--- src/rtl/r2sdf_stage1_pkg.sv ---
// Shared types, widths and twiddle ROM for stage 1
// of the 32-point radix-2 SDF FFT.
package r2sdf_stage1_pkg;

  typedef enum logic [1:0] {
    IDLE    = 2'b00,
    FIRST   = 2'b01,
    SECOND  = 2'b10,
    WAITING = 2'b11
  } state_e;

  localparam int N_PT  = 32;
  localparam int IN_W  = 8;
  localparam int DL_W  = 9;
  localparam int OUT_W = 14;
  localparam int TW_W  = 8;
  localparam int K_W   = 4;
  localparam int IDX_W = 5;

  typedef struct packed {
    logic signed [DL_W-1:0] r;
    logic signed [DL_W-1:0] i;
  } dl_t;

  typedef struct packed {
    logic signed [TW_W-1:0] r;
    logic signed [TW_W-1:0] i;
  } tw_t;

  // W32^k in 2.6, rounded to nearest
  function automatic tw_t twiddle(
    input logic [K_W-1:0] k
  );
    tw_t w;
    unique case (k)
      4'd0:  w = '{ 8'sd64,   8'sd0};
      4'd1:  w = '{ 8'sd63,  -8'sd12};
      4'd2:  w = '{ 8'sd59,  -8'sd24};
      4'd3:  w = '{ 8'sd53,  -8'sd36};
      4'd4:  w = '{ 8'sd45,  -8'sd45};
      4'd5:  w = '{ 8'sd36,  -8'sd53};
      4'd6:  w = '{ 8'sd24,  -8'sd59};
      4'd7:  w = '{ 8'sd12,  -8'sd63};
      4'd8:  w = '{ 8'sd0,   -8'sd64};
      4'd9:  w = '{-8'sd12,  -8'sd63};
      4'd10: w = '{-8'sd24,  -8'sd59};
      4'd11: w = '{-8'sd36,  -8'sd53};
      4'd12: w = '{-8'sd45,  -8'sd45};
      4'd13: w = '{-8'sd53,  -8'sd36};
      4'd14: w = '{-8'sd59,  -8'sd24};
      4'd15: w = '{-8'sd63,  -8'sd12};
    endcase
    return w;
  endfunction

endpackage

--- src/rtl/BUTTERFLY_R2_1.sv ---
// Radix-2 SDF butterfly: sum in FIRST, twiddle
// multiply of the stored difference in SECOND.
module BUTTERFLY_R2_1
  import r2sdf_stage1_pkg::*;
(
  input  state_e                  i_state,
  input  logic signed [DL_W-1:0]  i_a_r,
  input  logic signed [DL_W-1:0]  i_a_i,
  input  logic signed [DL_W-1:0]  i_b_r,
  input  logic signed [DL_W-1:0]  i_b_i,
  input  logic signed [TW_W-1:0]  i_wn_r,
  input  logic signed [TW_W-1:0]  i_wn_i,
  output logic signed [OUT_W-1:0] o_y_r,
  output logic signed [OUT_W-1:0] o_y_i,
  output logic signed [DL_W-1:0]  o_sr_r,
  output logic signed [DL_W-1:0]  o_sr_i
);

  localparam int MW = OUT_W + 1;

  logic signed [DL_W-1:0] w_sum_r;
  logic signed [DL_W-1:0] w_sum_i;
  logic signed [DL_W-1:0] w_dif_r;
  logic signed [DL_W-1:0] w_dif_i;
  logic signed [MW-1:0]   w_m_r;
  logic signed [MW-1:0]   w_m_i;

  assign w_sum_r = i_a_r + i_b_r;
  assign w_sum_i = i_a_i + i_b_i;
  assign w_dif_r = i_b_r - i_a_r;
  assign w_dif_i = i_b_i - i_a_i;

  // Only bits [14:0] of the product survive
  assign w_m_r = MW'(i_b_r) * MW'(i_wn_r)
               - MW'(i_b_i) * MW'(i_wn_i);
  assign w_m_i = MW'(i_b_r) * MW'(i_wn_i)
               + MW'(i_b_i) * MW'(i_wn_r);

  always_comb begin
    o_y_r  = '0;
    o_y_i  = '0;
    o_sr_r = i_a_r;
    o_sr_i = i_a_i;
    unique case (i_state)
      IDLE, WAITING: begin
        o_sr_r = i_a_r;
        o_sr_i = i_a_i;
      end
      FIRST: begin
        o_y_r  = {w_sum_r, 5'b0};
        o_y_i  = {w_sum_i, 5'b0};
        o_sr_r = w_dif_r;
        o_sr_i = w_dif_i;
      end
      SECOND: begin
        o_y_r  = OUT_W'(w_m_r >>> 1);
        o_y_i  = OUT_W'(w_m_i >>> 1);
        o_sr_r = '0;
        o_sr_i = '0;
      end
    endcase
  end

endmodule

--- src/rtl/r2sdf_stage1.sv ---
// Stage 1 of a 32-point radix-2 SDF FFT: delay line,
// sample counter, FSM, twiddle ROM and output register.
module r2sdf_stage1
  import r2sdf_stage1_pkg::*;
#(
  parameter int N = N_PT
) (
  input  logic                    clk,
  input  logic                    rst_n,
  input  logic                    in_valid,
  output logic                    in_ready,
  input  logic signed [IN_W-1:0]  in_r,
  input  logic signed [IN_W-1:0]  in_i,
  output logic                    out_valid,
  output logic signed [OUT_W-1:0] out_r,
  output logic signed [OUT_W-1:0] out_i,
  output logic [IDX_W-1:0]        out_idx
);

  localparam int D = N / 2;

  state_e                  r_state;
  logic [K_W-1:0]          r_k;
  dl_t                     r_dl [D];
  logic                    r_out_valid;
  logic signed [OUT_W-1:0] r_out_r;
  logic signed [OUT_W-1:0] r_out_i;
  logic [IDX_W-1:0]        r_out_idx;

  logic                    w_acc;
  logic                    w_adv;
  logic                    w_last;
  tw_t                     w_wn;
  logic signed [OUT_W-1:0] w_bf_r;
  logic signed [OUT_W-1:0] w_bf_i;
  logic signed [DL_W-1:0]  w_sr_r;
  logic signed [DL_W-1:0]  w_sr_i;

  assign in_ready = (r_state != SECOND);
  assign w_acc    = in_valid && in_ready;
  // SECOND drains the delay line without waiting for input
  assign w_adv    = w_acc || (r_state == SECOND);
  assign w_last   = (r_k == K_W'(D - 1));
  assign w_wn     = twiddle(r_k);

  BUTTERFLY_R2_1 u_bfly (
    .i_state (r_state),
    .i_a_r   ({in_r[IN_W-1], in_r}),
    .i_a_i   ({in_i[IN_W-1], in_i}),
    .i_b_r   (r_dl[D-1].r),
    .i_b_i   (r_dl[D-1].i),
    .i_wn_r  (w_wn.r),
    .i_wn_i  (w_wn.i),
    .o_y_r   (w_bf_r),
    .o_y_i   (w_bf_i),
    .o_sr_r  (w_sr_r),
    .o_sr_i  (w_sr_i)
  );

  always_ff @(posedge clk or negedge rst_n) begin
    if (!rst_n) begin
      r_state     <= IDLE;
      r_k         <= '0;
      r_out_valid <= 1'b0;
      r_out_r     <= '0;
      r_out_i     <= '0;
      r_out_idx   <= '0;
      for (int i = 0; i < D; i++) r_dl[i] <= '0;
    end else begin
      r_out_valid <= 1'b0;
      if (w_adv) begin
        for (int i = D - 1; i > 0; i--) r_dl[i] <= r_dl[i-1];
        r_dl[0] <= '{w_sr_r, w_sr_i};
        r_k     <= r_k + K_W'(1);
        unique case (r_state)
          IDLE: r_state <= WAITING;
          WAITING: begin
            if (w_last) r_state <= FIRST;
          end
          FIRST: begin
            r_out_valid <= 1'b1;
            r_out_r     <= w_bf_r;
            r_out_i     <= w_bf_i;
            r_out_idx   <= {1'b0, r_k};
            if (w_last) r_state <= SECOND;
          end
          SECOND: begin
            r_out_valid <= 1'b1;
            r_out_r     <= w_bf_r;
            r_out_i     <= w_bf_i;
            r_out_idx   <= {1'b1, r_k};
            if (w_last) r_state <= IDLE;
          end
        endcase
      end
    end
  end

  assign out_valid = r_out_valid;
  assign out_r     = r_out_r;
  assign out_i     = r_out_i;
  assign out_idx   = r_out_idx;

endmodule

--- config.mk ---
export PLATFORM = sky130hd
export DESIGN_NAME = r2sdf_stage1
export DESIGN_NICKNAME = d
export VERILOG_FILES = /design/src/rtl/r2sdf_stage1_pkg.sv /design/src/rtl/BUTTERFLY_R2_1.sv /design/src/rtl/r2sdf_stage1.sv
export SDC_FILE = /design/constraint.sdc
export NUM_CORES = 1
export LEC_CHECK = 0
export CAP_MARGIN = 40
export CORE_ASPECT_RATIO = 1.4
export CORE_MARGIN = 3
export CORE_UTILIZATION = 35
export DETAILED_ROUTE_END_ITERATION = 10
export GPL_ROUTABILITY_DRIVEN = 0
export PLACE_DENSITY_LB_ADDON = 0.1
export SETUP_SLACK_MARGIN = 0.5
export SLEW_MARGIN = 20
export SYNTH_ARGS = -nofsm -noshare
export SYNTH_HDL_FRONTEND = slang
export SYNTH_SLANG_ARGS = --single-unit
--- constraint.sdc ---
create_clock -name clk -period 9 [get_ports clk]
set_input_delay 1.8 -clock clk [delete_from_list [all_inputs] [get_ports clk]]
set_output_delay 1.8 -clock clk [all_outputs]
set_load 0.05 [all_outputs]
==> results of run 1 <==
-- state kept, by name, indices dropped and copies added (netlist names) --
name	flops
r_dl	288
out_i	14
out_r	14
out_idx	5
r_k	4
r_state	2
out_valid	1
-- worst max-delay path, delay by kind of cell (launching register included) --
kind	cells	cell delay (ns)
xor gates and xnor gates	1	0.10
AOI/OAI and AO/OA	6	1.44
DFF	1	0.51
and+or+nand+nor	3	0.76
buffers and inverters	5	0.59
muxes	2	0.28
adders and majority gates	8	3.70
-- logic make-up after synthesis --
kind of cell | count (synthesis)
xor+xnor | 90
compound gates | 195
mux | 5
buf+inv | 487
simple gates | 1232
fa+ha+maj | 403
flops | 328
-- area by class of cell --
type / count / area [um^2] / share of cell area
Multi-Input combinational cell: 1925 / 14220 / 0.5228
Antenna cell: 1 / 2.502 / 0.00009197
Inverter: 366 / 1374 / 0.05049
Clock inverter: 8 / 102.6 / 0.003771
Clock buffer: 58 / 1127 / 0.04143
Tap cell: 920 / 1151 / 0.04231
Sequential cell: 328 / 8208 / 0.3017
Timing Repair Buffer: 96 / 1020 / 0.03748
-- per-layer routing --
metal / up-vias / global-route usage / part of all wire
li1: 8289 / - / -
met1: 8663 / 0.2218 / 0.41
met2: 256 / 0.3374 / 0.52
met3: 127 / 0.02312 / 0.032
met4: 0 / 0.06850 / 0.039
met5: - / 0 / 0
-- through the flow --
| step | util | std cells |
|---|---|---|
| finish | 0.3993 | 3702 |
| detailed placement | 0.3796 | 3630 |
| global placement | 0.3776 | 3621 |
| floorplan | - | 2740 |
| global route | 0.3992 | 3701 |
| CTS | 0.3977 | 3696 |
-- synthesized netlist by cell type, types with 2 or more instances --
library cell	number	area [um^2]
xor2_1	15	131.4
o211ai_1	2	15.01
o31a_1	2	17.52
nor2_2	2	12.51
o21ai_0	40	200.2
o21a_1	15	112.6
xnor2_1	73	639.4
o21ai_1	11	55.05
ha_1	146	1827
a211oi_1	4	30.03
a31oi_1	4	25.02
o41ai_1	2	17.52
dfrtp_1	328	8208
and2_1	129	807.0
nor2b_1	19	118.9
a21oi_1	53	265.3
or2_2	2	12.51
nor4_1	3	18.77
mux2i_1	4	40.04
nand2_1	966	3626
o31ai_1	8	60.06
fa_1	257	5145
clkbuf_1	113	424.2
nor2_1	75	281.5
buf_1	6	22.52
nand3_1	11	55.05
inv_1	362	1359
nand2b_1	11	68.82
buf_2	2	10.01
o221ai_1	12	105.1
clkinv_1	3	11.26
nor3_1	7	35.03
a221o_1	4	40.04
a21o_1	12	90.09
o21bai_1	14	105.1
-- worst max-delay path by stage --
stage | to | slack (ns) | cells after the start
floorplan | out_i[13] | 2.49 | 23
global placement | out_i[13] | 1.69 | 25
detailed placement | out_i[13] | 1.54 | 25
CTS | out_i[13] | 1.50 | 25
global route | out_i[13] | 1.10 | 25
finish | out_i[13] | 1.46 | 25
==> impl_metrics.py, run 1 <==
metrics = {
    "critical_path": {
        "startpoint": "r_k[1]",
        "critPathCaptureType": "flip-flop",
        "worstSetupStartpointType": "flip-flop",
        "reg2reg_depth": 25,
        "rr_endpoint": "out_i[13]",
        "r2r-start": "r_k[1]",
        "critPathKind": "flip-flop to flip-flop",
        "required_ns": 9.44,
        "arrival_ns": 7.98,
        "critPathMostFrequentCell": "fa_1",
        "r2r_setup_slack_ns": 1.46,
        "critical_path.max_fanout": 19,
        "slowest_stage": "a22o_1",
        "cpPeakStageDelay_ns": 0.72,
    },
    "global_route": {
        "grt_pass1_wl_um": 104900,
        "antenna_found_initial": 2,
        "overflow": 0,
        "grt_max_degree": 247,
        "track_usage": 0.1842,
        "grt_pass1_vias": 18819,
    },
    "place": {
        "dpl_cell_area_mm2": 0.02587,
        "dp_slack_ns": 1.536,
        "hpwl_um": 46420,
        "numPortBuffers": 53,
    },
    "synthesis": {
        "netlist_area_mm2": 0.02422,
        "syn-num-nets": 3162,
        "synth_seq_cells": 328,
        "yosysWarnings": 0,
        "synth_compound_area_frac": 0.05144,
        "synth-simple-area-share": 0.2104,
        "yosys.area_share.adder": 0.2878,
        "syn_area_per_cell_um2": 8.841,
        "yosysUniqueCellTypes": 58,
        "synthFlopType": "dfrtp_1",
        "async_flop_share": 1.000,
        "synth-seq-area-share": 0.3388,
        "synth_top_family_by_area": "adder cells",
        "syn_inst": 2740,
        "synthMuxAreaShare": 0.002583,
        "synth_edf_count": 0,
        "synthXorXnorAreaFrac": 0.03342,
    },
    "die": {
        "rows": 113,
        "die_area_mm2": 0.07245,
        "die_h_um": 317.3,
        "start_util": 0.3555,
        "pin_count": 54,
        "fp.dieW_um": 228.3,
        "core_area_mm2": 0.06815,
    },
    "timing": {
        "period_needed_ns": 7.538,
        "rsz0062_at_grt": "no",
        "setup_ws_ns": 1.462,
        "fin_crit_sh": 0.8375,
        "fmax_mhz": 132.7,
        "tns_ns": 0,
        "setup_viol": 0,
        "hold_violations": 0,
        "worstMarginPinSlew_ns": 1.183,
        "holdWs_ns": 0.4596,
        "relSlewSlack": 0.2116,
        "fin_skew_ns": 0.03510,
        "slew_viol_final": 0,
    },
    "worst_hold_path": {
        "min_to": "r_dl[27]",
        "min_path_cells": 2,
        "holdCritStartpoint": "r_dl[45]",
        "hp-class": "flip-flop to flip-flop",
    },
    "clock_tree": {
        "cts_tree": "yes",
        "ctsResizeCount": 0,
        "cts-root-buf": "clkbuf_16",
        "hold_buffers": 0,
        "clk_path_buf_depth": 3,
        "clock_sinks": 328,
        "path_clk_slew_ns": 0.06,
        "cts_max_level": 2,
        "cts_setup_buffers": 0,
        "cts_made_buffers": 37,
        "worstSkewPairLatency_ns": 0.57,
    },
    "route": {
        "vias": 17335,
        "first_iter_violations": 958,
        "drtPass1Iterations": 5,
        "ant_nets": 0,
        "wire_per_inst_um": 17.35,
        "totalWireLength_um": 64250,
        "drc": 0,
        "vias_per_cell": 4.683,
    },
    "run_status": {
        "status": "finished clean",
    },
    "cells_and_area": {
        "fillCellCount": 7014,
        "fin_nets": 3176,
        "final_common_cell": "nand2_1",
        "final_area_mm2": 0.02721,
        "syn2layout_area_growth_pct": 12.32,
        "drive_gt1_frac": 0.04099,
        "final_cell_mix": "nand2_1 (965), inv_1 (362), dfrtp_1 (328)",
    },
    "run": {
        "maxCapViolCount": 0,
    },
}
Power of run 1 is left out: the tool's default activity adds up to more than one toggle a clock period on the data nets, which glitch-free logic cannot reach.
==> run 2: changes to the inputs <==
==> constraint.sdc (replaced) <==
create_clock -name clk -period 7 [get_ports clk]
set_input_delay 1.4 -clock clk [delete_from_list [all_inputs] [get_ports clk]]
set_output_delay 1.4 -clock clk [all_outputs]
set_load 0.05 [all_outputs]
==> run 2 against run 1 <==
  * Worst setup slack worse by 0.94 ns
  * Clock skew up 0.016 ns
  * Global-route usage up 0.094 points
  * Via count up 1.7%
  * First-iteration DRC count up 6.7%
  * Wire length up 1.5%
  * Non-clock buffer count up 70
  * Clock-buffer cell count down 4
  * Register-to-register slack worse by 0.94 ns
  * Final cell count up 2.0%
  * Sequential share of layout area down 1.0 points
  * Final area up 3.6%
==> impl_metrics.py, run 2 (synthesis gave the netlist of run 1 again) <==
metrics = {
    "route": {
        "drc": 0,
        "ant_nets": 0,
        "first_iter_violations": 1022,
        "totalWireLength_um": 65240,
        "vias": 17628,
        "vias_per_cell": 4.668,
        "wire_per_inst_um": 17.28,
        "drtPass1Iterations": 5,
    },
    "critical_path": {
        "critPathKind": "flip-flop to flip-flop",
        "critPathCaptureType": "flip-flop",
        "crit_family": "adder cells",
        "critical_path_depth": 24,
        "reg2reg_depth": 24,
        "critical_path.cell_chain": "inv_2, ha_4, mux4_2, and2_4, fa_1, inv_2, fa_1, inv_2, fa_1, fa_1, fa_1, inv_1, fa_1, inv_2, ha_4, o21a_1, o31a_1, nor4_4, o31ai_2, or3_1, a31oi_1, xnor2_1, mux2i_1, o21ai_1",
        "worstSetupStartpointType": "flip-flop",
        "required_ns": 7.52,
        "critPathMostFrequentCell": "fa_1",
        "r2r_setup_slack_ns": 0.52,
        "arrival_ns": 7.01,
        "critical_path.max_fanout": 6,
        "critPathBufInv": 5,
        "slowest_stage": "mux4_2",
        "cpPeakStageDelay_ns": 0.56,
    },
    "clock_tree": {
        "cts_tree": "yes",
        "hold_buffers": 0,
        "path_clk_slew_ns": 0.06,
        "cts_made_buffers": 38,
        "clk_path_buf_depth": 3,
        "worstSkewPairLatency_ns": 0.59,
        "clock_sinks": 328,
        "cts_max_level": 2,
        "cts-root-buf": "clkbuf_16",
    },
    "cells_and_area": {
        "syn2layout_area_growth_pct": 16.31,
        "regMostFlops": "r_dl",
        "drive_gt1_frac": 0.08444,
        "seqCellArea_mm2": 0.008213,
        "largest_reg_flops": 288,
        "fillCellCount": 6960,
        "final_common_cell": "nand2_1",
        "multiInputGateArea_mm2": 0.01451,
        "final_cell_mix": "nand2_1 (964), inv_1 (355), dfrtp_1 (326)",
        "fin_nets": 3247,
    },
    "timing": {
        "fin_crit_sh": 0.9259,
        "slew_viol_final": 0,
        "setup_viol": 0,
        "period_needed_ns": 6.482,
        "fin_skew_ns": 0.05064,
        "fmax_mhz": 154.3,
        "relSlewSlack": 0.4068,
        "worstMarginPinSlew_ns": 0.8898,
        "setup_ws_ns": 0.5184,
        "hold_violations": 0,
        "rsz0062_at_grt": "yes",
        "tns_ns": 0,
    },
    "place": {
        "dp_slack_ns": 0.006377,
        "numPortBuffers": 53,
        "hpwl_um": 47090,
    },
    "die": {
        "pin_count": 54,
        "core_area_mm2": 0.06815,
        "die_area_mm2": 0.07245,
        "die_h_um": 317.3,
        "rows": 113,
        "start_util": 0.3555,
        "fp.dieW_um": 228.3,
    },
    "global_route": {
        "antenna_found_initial": 2,
        "track_usage": 0.1851,
        "grt_max_degree": 182,
        "grt_pass1_vias": 18935,
        "overflow": 0,
        "grt_pass1_wl_um": 104700,
    },
    "worst_hold_path": {
        "hp-class": "flip-flop to flip-flop",
        "min_path_cells": 2,
    },
    "run": {
        "maxCapViolCount": 0,
    },
    "run_status": {
        "status": "finished clean",
    },
}
run 2: path summary, 6_finish.rpt:
check / endpoint / startpoint
worst max-delay path: out_i[13] / r_k[1]
worst min-delay path: r_dl[36] / r_dl[54]
worst max register to register: out_i[13] / r_k[1]
worst min register to register: r_dl[36] / r_dl[54]
max in group asynchronous: r_dl[171] / rst_n
min in group asynchronous: r_dl[160] / rst_n
run 2: layout make-up:
type,count,area share
clock inverters,15,0.007771
inverters,366,0.04889
clock buffers,54,0.03837
diodes,2,0.0001776
well taps,920,0.04085
flip-flops and latches,328,0.2915
multi-input cells,1925,0.5151
repair buffers,166,0.05737
run 2: metrics by stage:
step           cells  utilization  hold slack (ns)  instance area (um^2)
6_report        3776       0.4135           0.4530                 28180
5_1_grt         3774       0.4134           0.4828                 28170
4_1_cts         3761       0.4093           0.4528                 27890
3_5_place_dp    3673       0.3845           0.4550                 26200
3_3_place_gp    3667       0.3826           0.4489                 26080
2_1_floorplan   2740            -           0.4386                 24230
run 2: metal layers:
layer  wire length (um)  GRT usage  part of all wire  vias up
li1                   -          -                 -     8424
met1              26740     0.2215              0.41     8790
met2              33280     0.3315              0.51      282
met3               2185    0.02715             0.033      130
met4               3026    0.08214             0.046        2
met5                 13          0           0.00020        -
run 2: worst min-delay path, stage by stage, from the launching register on:
cell	delay, ns
dfrtp_1	0.34
nand2_1	0.05
nand2_1	0.05
run 2: timing repair:
| item | 4_1_cts | 5_1_grt |
|---|---|---|
| setup buffers | 18 | 11 |
| pin swaps | 18 | 12 |
| cloned | 1 | 0 |
| gates resized for setup | 44 | 36 |
| setup endpoints to repair | 10 | 11 |
| endpoints found under the hold margin | 0 | 0 |
Power of run 2 is left out for the same reason.
==> run 3: changes to the inputs <==
--- a/config.mk
+++ b/config.mk
@@ -8,7 +8,7 @@
 export CAP_MARGIN = 40
 export CORE_ASPECT_RATIO = 1.4
 export CORE_MARGIN = 3
-export CORE_UTILIZATION = 35
+export CORE_UTILIZATION = 58
 export DETAILED_ROUTE_END_ITERATION = 10
 export GPL_ROUTABILITY_DRIVEN = 0
 export PLACE_DENSITY_LB_ADDON = 0.1
@@ -17,3 +17,4 @@
 export SYNTH_ARGS = -nofsm -noshare
 export SYNTH_HDL_FRONTEND = slang
 export SYNTH_SLANG_ARGS = --single-unit
+export TNS_END_PERCENT = 30
==> run 3 against run 2 <==
  * Worst setup slack worse by 0.031 ns
  * Register-to-register slack worse by 0.03 ns
  * Hold slack better by 0.013 ns
  * Final area is 3.7% lower
  * Critical path depth stayed put
  * Via count is 1.2% higher
  * Critical endpoint is now out_r[13]
==> impl_metrics.py, run 3 (synthesis gave the netlist of run 1 again) <==
metrics = {
    "run_status": {
        "status": "finished clean",
    },
    "timing": {
        "relSlewSlack": 0.4280,
        "worstMarginPinSlew_ns": 0.8579,
        "period_needed_ns": 6.513,
        "slew_viol_final": 0,
        "tns_ns": 0,
        "rsz0062_at_grt": "yes",
        "fmax_mhz": 153.6,
        "hold_violations": 0,
        "setup_viol": 0,
        "fin_crit_sh": 0.9304,
        "fin_skew_ns": 0.01896,
    },
    "cells_and_area": {
        "seqCellArea_mm2": 0.008210,
        "syn2layout_area_growth_pct": 12.06,
        "multiInputGateArea_mm2": 0.01444,
        "largest_reg_flops": 288,
        "fin_nets": 3210,
        "final_cell_mix": "nand2_1 (964), inv_1 (354), dfrtp_1 (326)",
        "final_common_cell": "nand2_1",
        "fillCellCount": 3407,
        "regMostFlops": "r_dl",
        "drive_gt1_frac": 0.06935,
    },
    "clock_tree": {
        "cts_made_buffers": 31,
        "hold_buffers": 0,
        "clock_sinks": 328,
        "cts-root-buf": "clkbuf_16",
        "cts_max_level": 1,
        "worstSkewPairLatency_ns": 0.57,
        "clk_path_buf_depth": 3,
        "cts_tree": "yes",
        "path_clk_slew_ns": 0.07,
    },
    "route": {
        "first_iter_violations": 1312,
        "drtPass1Iterations": 6,
        "vias_per_cell": 5.322,
        "ant_nets": 0,
        "drc": 0,
        "vias": 17845,
        "totalWireLength_um": 57470,
        "wire_per_inst_um": 17.14,
    },
    "critical_path": {
        "critPathCaptureType": "flip-flop",
        "critical_path.max_fanout": 17,
        "critical_path.cell_chain": "inv_2, buf_4, ha_4, inv_1, a21oi_1, a31oi_1, buf_12, and2_1, fa_2, inv_1, fa_1, fa_1, fa_1, fa_1, inv_1, fa_1, inv_1, ha_1, o211ai_1, a21oi_2, o21ai_0, a21oi_1, xnor2_1, a311oi_1",
        "critPathMostFrequentCell": "fa_1",
        "required_ns": 7.47,
        "critPathKind": "flip-flop to flip-flop",
        "arrival_ns": 6.99,
        "cpPeakStageDelay_ns": 0.58,
        "worstSetupStartpointType": "flip-flop",
        "slowest_stage": "fa_1",
    },
    "die": {
        "core_area_mm2": 0.04129,
        "die_h_um": 247.8,
        "rows": 88,
        "start_util": 0.5867,
        "die_area_mm2": 0.04429,
        "pin_count": 54,
        "fp.dieW_um": 178.7,
    },
    "global_route": {
        "track_usage": 0.2659,
        "grt_max_degree": 196,
        "grt_pass1_vias": 18286,
        "antenna_found_initial": 2,
        "grt_pass1_wl_um": 93040,
        "overflow": 0,
    },
    "place": {
        "hpwl_um": 41920,
        "numPortBuffers": 53,
    },
    "worst_hold_path": {
        "hp-class": "flip-flop to flip-flop",
    },
    "run": {
        "maxCapViolCount": 0,
    },
}
-- run 3: area by class of cell --
type	instances	share of cell area
diodes	1	0.00009218
clock buffers	39	0.03079
clock inverters	18	0.008850
inverters	366	0.05061
multi-input cells	1925	0.5318
flip-flops and latches	328	0.3025
well taps	540	0.02489
repair buffers	136	0.05056
-- run 3: worst paths after layout --
path | start | to | slack (ns) | cells after the start
worst max-delay path | r_k[0] | out_r[13] | 0.49 | 24
worst min-delay path | r_dl[53] | r_dl[53] | 0.47 | 2
worst max register to register | r_k[0] | out_r[13] | 0.49 | 24
worst min register to register | r_dl[53] | r_dl[53] | 0.47 | 2
max in group asynchronous | rst_n | out_i[5] | 4.77 | 3
min in group asynchronous | rst_n | r_dl[115] | 0.77 | 1
-- run 3: timing repair --
action | CTS | global route
gates resized for setup | 22 | 47
pin swaps | 7 | 24
endpoints found under the setup margin | 11 | 12
cloned | 0 | 1
setup buffers | 7 | 12
-- run 3: metrics by stage --
stage | hold slack, ns | utilization | area [um^2] | cells | setup WS [ns]
2_1_floorplan | 0.4386 | - | 24230 | 2740 | 0.5194
3_3_place_gp | 0.4483 | 0.6166 | 25460 | 3268 | 0.3692
3_5_place_dp | 0.4549 | 0.6186 | 25540 | 3271 | 0.2260
4_1_cts | 0.4698 | 0.6476 | 26740 | 3335 | 0.5025
5_1_grt | 0.4821 | 0.6574 | 27140 | 3352 | 0.3098
6_report | 0.4656 | 0.6575 | 27150 | 3353 | 0.4874
-- run 3: worst max-delay path: cells and delay by family, from the launching register on --
family,cells,cell delay [ns]
xor gates and xnor gates,1,0.13
AOI/OAI and AO/OA,7,1.35
and+or+nand+nor,1,0.25
DFF,1,0.41
buffers and inverters,7,0.77
adders and majority gates,8,3.52
-- run 3: routing by layer --
layer	part of all wire	global-route usage
met1	0.39	0.3260
met2	0.51	0.4725
met3	0.042	0.02938
met4	0.053	0.1174
met5	0.00016	0
Power of run 3 is left out for the same reason.
==> RTL edit (flow settings as in run 2) <==
The 4 states of `state_e` get a one-hot encoding in 4 bits.
--- a/src/rtl/r2sdf_stage1_pkg.sv
+++ b/src/rtl/r2sdf_stage1_pkg.sv
@@ -2,11 +2,11 @@
 // of the 32-point radix-2 SDF FFT.
 package r2sdf_stage1_pkg;
 
-  typedef enum logic [1:0] {
-    IDLE    = 2'b00,
-    FIRST   = 2'b01,
-    SECOND  = 2'b10,
-    WAITING = 2'b11
+  typedef enum logic [3:0] {
+    IDLE    = 4'b0001,
+    FIRST   = 4'b0010,
+    SECOND  = 4'b0100,
+    WAITING = 4'b1000
   } state_e;
 
   localparam int N_PT  = 32;
Formal check against the unedited RTL: no difference found for any inputs over 10 cycles, from zero or initial values and one cycle with rst_n low; not proved beyond that.
==> RTL edit against run 2 <==
  * Hold slack improved by 0.0032 ns
  * Count of clock-buffer cells in the layout shrank 2
  * Wire length increased by 0.21%
  * Sequential cell count is 2 higher
  * Area after synthesis is 0.67% higher
  * Clock skew is 0.017 ns lower
  * Maximum frequency increased by 1.9%
  * Largest cell class unchanged
  * Cell area fell by 1.2%
  * Setup slack better by 0.12 ns
  * Critical path depth shrank 2
Power is left out: the tool's default activity adds up to more than one toggle a clock period on the data nets, which glitch-free logic cannot reach.
==> RTL edit: results (changes against run 2) <==
• sky130_fd_sc_hd__mux4_2 — Slowest-stage cell, CP
• sky130_fd_sc_hd__clkbuf_16 — clock root buffer master
• 65.4 mm — Routed WL, +0.21%
• 0.297 — sequential share of cell area, +0.00531
• 3161 — post-synth net total, -0.032%
• sky130_fd_sc_hd__dfrtp_1 34%, sky130_fd_sc_hd__fa_1 21%, sky130_fd_sc_hd__nand2_1 15% — cell types with the largest area share after synthesis
• 105 mm — first-pass GRT wire length, +0.61%
• 38 — number of buffers created by CTS, unchanged
• 0.183 — Total Routing Usage GR, -0.00217
• flop to flop — Hold Path Class
• finished clean — status
• 61 — number of different library cells in the post-synthesis netlist, +5.2%
• 0 — diode insertion count for antenna repair, -2
• 0 — Yosys warnings, unchanged
• 362 — Signal inverters, -1.1%
• 288 — max reg flops, unchanged
• 884 — First DRT Iteration DRCs, -14%
• 158 — largest net degree at the start of global routing, -13%
• 948 x sky130_fd_sc_hd__nand2_1, 358 x sky130_fd_sc_hd__inv_1, 329 x sky130_fd_sc_hd__dfrtp_1 — Commonest cells post-synth
• 53 — # port buffers, unchanged
• 5 — iteration count of the initial detailed-routing pass, unchanged
• sky130_fd_sc_hd__dfrtp_1 — most common flop cell mapped by yosys
• r_k[1] — reg-to-reg startpoint
• 48.0 mm — HPWL after detailed placement, +1.9%
• 1.00 — Async S/R FF share, synth, unchanged
• 7 — Max Fanout on Critical Path, +1
• 0.0477 — area share of buffers outside the clock network, -0.00969
• 1924 — total number of multi-input combinational cells, -0.052%
• 0.0764 — fraction of layout instances using a drive strength above 1, -0.00807
• 2 — total number of H-tree levels, unchanged
• 0.58 ns — latest clock arrival within the worst-skew pair
• r_k[1] — start point of the critical path
• r_dl[81] — hold_sp
• 3 — buffers from clock root to sink, at most, unchanged
• 0.523 — multi-input gate share of the layout cell area, +0.00836
• 34.1 mm — met2 WL post-DR, +2.3%
• r_dl — register bank with the most flops
• 2.17 mm — DR WL met3, -0.73%
• 52 — CLK BUF, -3.7%
• 6.83 ns — data arrival time of the worst path, -0.18 ns
• 27.1 mm — routed metal-1 wirelength, +1.2%
• 18900 — number of global-route vias before repair, +0.021%
• met5 — uppermost signal routing layer after detailed routing
• 0.57 ns — CP max stage delay
• 7011 — Layout fillers, +0.73%
• 0.0341 ns — Clock Skew, -0.0166 ns
• 4.72 — Via density, +1.1%
• 138 — count of non-CTS buffers in the layout, -17%
• 0.339 — sequential-to-total area share from yosys stat, about the same
• 330 — number of sequential storage elements, +0.61%
• 0.0418 — area fraction of clock buffers and clock inverters, -0.00430
• 4 — antenna violations before repair, +2
• adder cells — dominant delay contributor by cell family on the critical path
• 0.450 — Max-Slew Margin vs Limit, +0.0436
• 0.07 ns — clock-pin slew on the worst setup and hold paths
-- RTL edit: cell count changes after synthesis, sizes merged, moves of 6 or more --
cell and delta:
a22oi +7, o221ai -11, nand2 -19, nor2 -15, o21ai +13, clkbuf -14
a31oi +7, buf +20, a21oi -6, o21a -10, o211ai +8, nand3 +7
-- RTL edit: layer usage --
layer,GRT usage,vias to the layer above
met5,0,-
met4,0.0608,2
met3,0.0219,95
met2,0.334,285
met1,0.223,8880
li1,-,8375
-- RTL edit: stage by stage --
stage	setup slack (ns)	area [um^2]	utilization	std cells
floorplan	0.519	24400	-	2743
global placement	0.220	26100	0.382	3650
detailed placement	0.144	26200	0.383	3654
CTS	0.481	27500	0.401	3722
global route	0.476	27800	0.407	3735
finish	0.638	27800	0.407	3735
-- RTL edit: cells by family after synthesis --
group,Yosys count,synth area share
multiplexers,10,0.00595
AO/OA/AOI/OAI,209,0.0539
AND/OR/NAND/NOR,1212,0.207
flip-flops,330,0.339
adder cells (fa/ha/maj),399,0.284
XOR/XNOR,94,0.0338
buffers and inverters,489,0.0773
-- RTL edit: final timing paths --
kind                       slack (ns)  cells after the start   endpoint
min in group asynchronous        0.90                      1  r_dl[133]
setup / recovery                 0.64                     22  out_i[12]
hold / removal                   0.46                      2   r_dl[63]
hold reg to reg                  0.46                      2   r_dl[63]
max in group asynchronous        4.86                      2  r_dl[135]
setup reg to reg                 0.64                     22  out_i[12]
-- RTL edit: repair_timing --
| action | 4_1_cts | 5_1_grt |
|---|---|---|
| setup buffers | 7 | 11 |
| endpoints found under the setup margin | 11 | 10 |
| pin swaps | 2 | 28 |
| cloned | 0 | 1 |
| gates resized for setup | 17 | 51 |
